==> src/rtl/piccolo_pkg.sv <==
// piccolo_pkg
//   Shared definitions for the Piccolo-80 cores: round count, FSM state
//   encoding and the round primitives (nibble S-box, GF(2^4) doubling and
//   tripling, F function, byte permutation RP, round constant CON80).
//   Words and bytes are numbered MSB-first: X0 / byte 0 is the top of a vector.
package piccolo_pkg;

    localparam int NR = 25;

    typedef enum logic [1:0] {IDLE, RUN, DONE} state_t;

    function automatic logic [3:0] sbox(input logic [3:0] x);
        logic [3:0] y;
        y = 4'h0;
        case (x)
            4'h0: y = 4'he;  4'h1: y = 4'h4;  4'h2: y = 4'hb;  4'h3: y = 4'h2;
            4'h4: y = 4'h3;  4'h5: y = 4'h8;  4'h6: y = 4'h0;  4'h7: y = 4'h9;
            4'h8: y = 4'h1;  4'h9: y = 4'ha;  4'ha: y = 4'h7;  4'hb: y = 4'hf;
            4'hc: y = 4'h6;  4'hd: y = 4'hc;  4'he: y = 4'h5;  4'hf: y = 4'hd;
            default: y = 4'h0;
        endcase
        return y;
    endfunction

    // Multiply by x modulo x^4 + x + 1: the carried-out x^4 folds back as 0011.
    function automatic logic [3:0] gf_x2(input logic [3:0] a);
        return {a[2:0], 1'b0} ^ {2'b00, a[3], a[3]};
    endfunction

    function automatic logic [3:0] gf_x3(input logic [3:0] a);
        return gf_x2(a) ^ a;
    endfunction

    // S-box layer, circulant MixColumn (2,3,1,1), S-box layer.
    function automatic logic [15:0] f_func(input logic [15:0] x);
        logic [3:0] s0, s1, s2, s3;
        logic [3:0] m0, m1, m2, m3;
        s0 = sbox(x[15:12]);
        s1 = sbox(x[11:8]);
        s2 = sbox(x[7:4]);
        s3 = sbox(x[3:0]);
        m0 = gf_x2(s0) ^ gf_x3(s1) ^ s2        ^ s3;
        m1 = s0        ^ gf_x2(s1) ^ gf_x3(s2) ^ s3;
        m2 = s0        ^ s1        ^ gf_x2(s2) ^ gf_x3(s3);
        m3 = gf_x3(s0) ^ s1        ^ s2        ^ gf_x2(s3);
        return {sbox(m0), sbox(m1), sbox(m2), sbox(m3)};
    endfunction

    // Bytes (x0..x7) -> (x2,x7,x4,x1,x6,x3,x0,x5).
    function automatic logic [63:0] rp(input logic [63:0] x);
        return {x[47:40], x[7:0], x[31:24], x[55:48],
                x[15:8], x[39:32], x[63:56], x[23:16]};
    endfunction

    // Constant pair for encryption round j, packed {con_2j, con_2j+1}.
    function automatic logic [31:0] con80(input logic [4:0] j);
        logic [4:0] c;
        c = j + 5'd1;
        return {c, 5'b00000, c, 2'b00, c, 5'b00000, c} ^ 32'h0f1e2d3c;
    endfunction

endpackage

==> src/rtl/piccolo80_dec_ksched.sv <==
// piccolo80_dec_ksched
//   Combinational decryption key schedule.
//   key_i   : 80-bit master key, k0 = key_i[79:64] ... k4 = key_i[15:0]
//   round_i : decryption round index i (0..NR-1)
//   rk_a_o  : rk'2i,   rk_b_o : rk'2i+1
//   wk0_o..wk3_o : decryption whitening keys wk'0..wk'3
module piccolo80_dec_ksched
    import piccolo_pkg::*;
(
    input  logic [79:0] key_i,
    input  logic [4:0]  round_i,
    output logic [15:0] rk_a_o,
    output logic [15:0] rk_b_o,
    output logic [15:0] wk0_o,
    output logic [15:0] wk1_o,
    output logic [15:0] wk2_o,
    output logic [15:0] wk3_o
);

    logic [15:0] k0, k1, k2, k3, k4;
    logic [4:0]  enc_round;
    logic [31:0] pair;

    assign k0 = key_i[79:64];
    assign k1 = key_i[63:48];
    assign k2 = key_i[47:32];
    assign k3 = key_i[31:16];
    assign k4 = key_i[15:0];

    // Decryption walks the encryption round keys backwards.
    assign enc_round = 5'(NR - 1) - round_i;

    always_comb begin
        // NOTE: every combinational output is given a default first so no latch can be inferred.
        pair = {k2, k3};
        case (enc_round % 5'd5)
            5'd1, 5'd4: pair = {k0, k1};
            5'd3:       pair = {k4, k4};
            default:    pair = {k2, k3};
        endcase
        pair = pair ^ con80(enc_round);
    end

    // Odd decryption rounds take the pair swapped to undo the RP word order.
    assign rk_a_o = round_i[0] ? pair[15:0]  : pair[31:16];
    assign rk_b_o = round_i[0] ? pair[31:16] : pair[15:0];

    // Decryption whitening is the encryption whitening with the two halves exchanged.
    assign wk0_o = {k4[15:8], k3[7:0]};
    assign wk1_o = {k3[15:8], k4[7:0]};
    assign wk2_o = {k0[15:8], k1[7:0]};
    assign wk3_o = {k1[15:8], k0[7:0]};

endmodule

==> src/rtl/piccolo80_dec_iter.sv <==
// piccolo80_dec_iter
//   Iterative Piccolo-80 decryption, one round per clock, valid/ready streams.
//   clk, reset     : rising-edge clock, synchronous active-high reset
//   in_valid/ready : ciphertext + key handshake; in_ready high only in IDLE
//   key            : 80-bit master key, k0 in [79:64] (MSB-first)
//   ciphertext     : 64-bit block, X0 in [63:48]
//   out_valid/ready: plaintext handshake; plaintext holds its last value
//   Latency: out_valid rises NR clocks after the accept edge.
module piccolo80_dec_iter
    import piccolo_pkg::*;
(
    input  logic        clk,
    input  logic        reset,
    input  logic        in_valid,
    output logic        in_ready,
    input  logic [79:0] key,
    input  logic [63:0] ciphertext,
    output logic        out_valid,
    input  logic        out_ready,
    output logic [63:0] plaintext
);

    state_t      state_q, state_d;
    logic [63:0] data_q, data_d;
    logic [79:0] key_q, key_d;
    logic [4:0]  round_q, round_d;
    logic [63:0] pt_q, pt_d;

    logic [79:0] ks_key;
    logic [15:0] rk_a, rk_b, wk0, wk1, wk2, wk3;
    logic [15:0] x1_n, x3_n;
    logic [63:0] rnd;

    // In IDLE the schedule sees the incoming key so the accept edge can apply
    // input whitening; round keys are not used there.
    assign ks_key = (state_q == IDLE) ? key : key_q;

    piccolo80_dec_ksched u_ksched (
        .key_i   (ks_key),
        .round_i (round_q),
        .rk_a_o  (rk_a),
        .rk_b_o  (rk_b),
        .wk0_o   (wk0),
        .wk1_o   (wk1),
        .wk2_o   (wk2),
        .wk3_o   (wk3)
    );

    assign x1_n = data_q[47:32] ^ f_func(data_q[63:48]) ^ rk_a;
    assign x3_n = data_q[15:0]  ^ f_func(data_q[31:16]) ^ rk_b;
    assign rnd  = {data_q[63:48], x1_n, data_q[31:16], x3_n};

    always_comb begin
        state_d = state_q;
        data_d  = data_q;
        key_d   = key_q;
        round_d = round_q;
        pt_d    = pt_q;
        case (state_q)
            IDLE: begin
                if (in_valid) begin
                    key_d   = key;
                    data_d  = ciphertext ^ {wk0, 16'h0000, wk1, 16'h0000};
                    round_d = 5'd0;
                    state_d = RUN;
                end
            end
            RUN: begin
                if (round_q == 5'(NR - 1)) begin
                    // Final round: no RP, output whitening straight into plaintext.
                    pt_d    = rnd ^ {wk2, 16'h0000, wk3, 16'h0000};
                    state_d = DONE;
                end else begin
                    data_d  = rp(rnd);
                    round_d = round_q + 5'd1;
                end
            end
            DONE: begin
                if (out_ready) state_d = IDLE;
            end
            default: state_d = IDLE;
        endcase
    end

    always_ff @(posedge clk) begin
        if (reset) begin
            // NOTE: datapath registers are reset too, so reset leaves no stale key or partial block visible.
            state_q <= IDLE;
            data_q  <= '0;
            key_q   <= '0;
            round_q <= '0;
            pt_q    <= '0;
        end else begin
            // NOTE: non-blocking assignments make every register update from pre-edge values.
            state_q <= state_d;
            data_q  <= data_d;
            key_q   <= key_d;
            round_q <= round_d;
            pt_q    <= pt_d;
        end
    end

    assign in_ready  = (state_q == IDLE);
    assign out_valid = (state_q == DONE);
    assign plaintext = pt_q;

endmodule
==> config.mk <==
export PLATFORM = sky130hd
export DESIGN_NAME = piccolo80_dec_iter
export DESIGN_NICKNAME = d
export VERILOG_FILES = /design/src/rtl/piccolo_pkg.sv /design/src/rtl/piccolo80_dec_ksched.sv /design/src/rtl/piccolo80_dec_iter.sv
export SDC_FILE = /design/constraint.sdc
export NUM_CORES = 1
export LEC_CHECK = 0
export ABC_AREA = 1
export BUFFER_PORTS_ARGS = -buffer_cell sky130_fd_sc_hd__clkbuf_2
export CAP_MARGIN = 40
export CORE_UTILIZATION = 53
export DETAILED_ROUTE_END_ITERATION = 7
export PLACE_DENSITY = 0.77
export SLEW_MARGIN = 20
export SYNTH_ARGS = -nofsm -noshare
export SYNTH_HDL_FRONTEND = slang
export SYNTH_HIERARCHICAL = 1
export SYNTH_SLANG_ARGS = --single-unit
==> constraint.sdc <==
create_clock -name clk -period 5.21 [get_ports clk]
set_input_delay 1.042 -clock clk [delete_from_list [all_inputs] [get_ports clk]]
set_output_delay 1.042 -clock clk [all_outputs]
set_load 0.1 [all_outputs]
==> summary.md <==
| Metric | Value |
|---|---|
| Critical Path RT | 5.64 ns |
| Rel. slew slack | 38.20% |
| Area Overhead vs Synth | 15.02% |
| Vias per cell | 5.601 |
| Post-synthesis simple-gate area fraction | 35.86% |
| Slowest stage delay, CP | 0.33 ns |
| Psw | 6940 uW |
| WHS Path Cells | 2 |
| Hold-fix buffers at CTS | 0 |
| YS warnings | 6 |
| FF-to-FF path depth | 39 |
| Synth Net Count | 2927 |
| Crit path capture type | register |
| Sw Ratio | 52.43% |
| Synth Instances | 2733 |
| Crit path launch type | register |
| Post-DR wirelength/cell | 18.82 microns |
| Max Slew Vio Count | 0 |
| Compound-Gate Fraction of Synth Area | 11.97% |
| Pint | 6297 uW |
| Slew @ Worst Pin | 0.9174 ns |
| Core Util, Final | 61.77% |
| Clock power share | 15.5% |
| WP data arrival | 5.38 ns |
| IO Port Bufs | 213 |
| Fin crit period | 4.954 ns |
| Layout net count | 3070 |
| Num CTS Buffers | 28 |
| Setup violation total in the final timing report | 0 |
| DR iter-0 viols | 1988 |
| Period Utilization, post-route | 95.08% |
| CTS tree | yes |
| Max cap viols | 0 |
| Post-synthesis sequential area ratio | 28.37% |
| Synth Register Bits | 247 |
| Detail Route Antenna Nets | 0 |
| Reg clk slew, reported paths | 0.06 ns |
| Die area | 33620 sq um |
| Overflow after GRT | 0 |
| I/O Pins | 214 |
| Number of synthesized flops with an enable pin | 0 |
| Clk_lat worst skew | 0.56 ns |
| Starting Density | 53.71% |
| Htree depth | 1 |
| GP Congestion | 1.009 |
| CORE AREA | 32450 sq um |
| Ys async rst share | 0% |
| DR vias | 18700 |
| Unrepaired setup endpoints after global routing | yes |
| Clock sink count | 247 |
| Commonest register cell after synthesis | dfxtp_1 |
| Initial antenna violation count | 0 |
| Fmax | 201.9 MHz |
| Global-route wire length before repair | 94.55 mm |
| Largest net degree at the start of global routing | 81 |
| CTS root buffer | clkbuf_16 |
| Chip width | 183.4 microns |
| IR drop worst, VDD | 0.3007 mV |
| HPWL after DPL | 49.01 mm |
| Netlist cell types | 47 |
| # diodes | 0 |
| Buffer depth of the longest clock path | 3 |
| Flop pwr share | 19.4% |
| Outcome | finished clean |
| Pre-antenna DRT Iters | 5 |
| Leak | 0.01026 uW |
| Logic pwr share | 65.1% |
| Slowest cell on the critical path | dfxtp_1 |
| Worst-path maximum fanout | 14 |
| Drc violations | 0 |
| Final Hold Viols | 0 |
| Critical path's most frequent cell | nand2_1 |
| Die Span Y | 183.4 microns |
| Gr usage total | 36.70% |
| Post-Syn Area | 17430 sq um |
| Hold WC Path Type | reg2reg |
| Syn Area/Cell | 6.378 sq um |
| Adder-cell area share of the yosys netlist | 3.302% |
| Clock skew | 0.02177 ns |
| Type of the worst setup path | reg2reg |
| Most frequent cells in the layout | 844 x nand2_1, 315 x nand3_1, 282 x inv_1 |
| Design Power | 13240 uW |
| Commonest non-fill, non-tap cell in the layout | nand2_1 |
| Floorplan row count | 66 |
| Number of fill cells in the layout | 3043 |
| Fraction of synthesized cell area in xor and xnor cells | 7.444% |
| Layout cells sized above 1 | 18.72% |
| Hold slack | 0.4695 ns |
| Fin Setup TNS | 0 ns |
| Pwr Density | 660.3 nW/um^2 |
| Number of global-route vias before repair | 16480 |
| Largest family of logic cells by synthesized area | simple AND/OR/NAND/NOR gates |
| Mux contribution to synthesized area | 0.05743% |
| Reg-to-reg setup timing slack | 0.26 ns |
| Final WL | 62.82 mm |
[cell usage after synthesis (3+ instances only)]
master	n	area (sq um)
dfxtp_1	247	4945
or2_0	4	25.02
nand3_1	329	1647
buf_4	74	555.5
buf_6	8	90.09
o21ai_0	218	1091
inv_2	25	93.84
xnor2_1	77	674.4
nor3_1	4	20.02
or2_2	8	50.05
nor2_1	72	270.3
a211oi_1	32	240.2
clkbuf_1	65	244.0
nand3_2	15	150.1
nand4_1	29	181.4
ha_1	46	575.6
nor2_4	3	33.78
or2_1	3	18.77
buf_2	28	140.1
a31oi_1	34	212.7
inv_1	286	1074
xor2_2	4	65.06
o211ai_1	20	150.1
o22ai_1	3	18.77
nand2_1	880	3303
a21oi_1	47	235.2
nand3b_1	19	142.6
buf_1	16	60.06
o21ai_1	5	25.02
nand2_2	42	262.8
nand2_4	8	90.09
xor2_1	60	525.5
[worst paths after layout]
| check | end | startpoint |
|---|---|---|
| max | register | round_q[0]$_SDFFE_PP0P_ |
| min | key_q[52]$_SDFFE_PP0P_ | key_q[52]$_SDFFE_PP0P_ |
| max reg2reg | register | round_q[0]$_SDFFE_PP0P_ |
| min reg2reg | key_q[52]$_SDFFE_PP0P_ | key_q[52]$_SDFFE_PP0P_ |
[logic make-up after synthesis]
kind of cell	Yosys count
AO/OA/AOI/OAI	371
XOR/XNOR	143
adder cells (fa/ha/maj)	46
buffers and inverters	504
flip-flops	247
multiplexers	1
AND/OR/NAND/NOR	1421
[worst max-delay path: cells and delay by family (launching register included)]
kind / cells / cell delay [ns]
flops: 1 / 0.33
buf+inv: 8 / 0.72
fa+ha+maj: 2 / 0.40
simple gates: 24 / 2.36
compound gates: 3 / 0.53
xor+xnor: 2 / 0.47
[power by group through the flow]
| stage | combinational (uW) | clock (uW) | sequential, uW |
|---|---|---|---|
| 2_1_floorplan | 6000 | 0 | 2340 |
| 3_3_place_gp | 7810 | 0 | 2590 |
| 3_5_place_dp | 8000 | 0 | 2590 |
| 4_1_cts | 8050 | 2070 | 2550 |
| 5_1_grt | 9520 | 2140 | 2600 |
| 6_report | 8620 | 2060 | 2560 |
[what timing repair did]
item / 4_1_cts / 5_1_grt
gates resized for setup: 0 / 85
setup buffers: 0 / 21
setup endpoints to repair: 0 / 40
[layout make-up]
cell class	instances	area, sq um	area share, %
Clock buffer	39	813.3	4.057
Clock inverter	11	132.6	0.6615
Inverter	312	1185	5.910
Multi-Input combinational cell	1982	10580	52.76
Sequential cell	247	4946	24.67
Tap cell	442	553.0	2.759
Timing Repair Buffer	305	1842	9.187
[metal layers]
metal / global-route usage (%) / vias up / share of wire (%)
met4: 14.97 / 0 / 4.8
met1: 51.13 / 8615 / 43
met3: 3.892 / 135 / 8.5
li1: - / 8981 / -
met5: 0 / - / 0
met2: 57.73 / 965 / 44
[through the flow]
stage | setup slack [ns] | instance area, sq um | cells
after floorplan | 0.1854 | 17430 | 2733
after global placement | 0.1963 | 18520 | 3259
after detailed placement | 0.08825 | 18550 | 3265
after CTS | 0.04993 | 19500 | 3315
after global routing | -0.06674 | 20050 | 3338
final | 0.2562 | 20050 | 3338
Note: power is estimated with default switching activity, not from simulation.
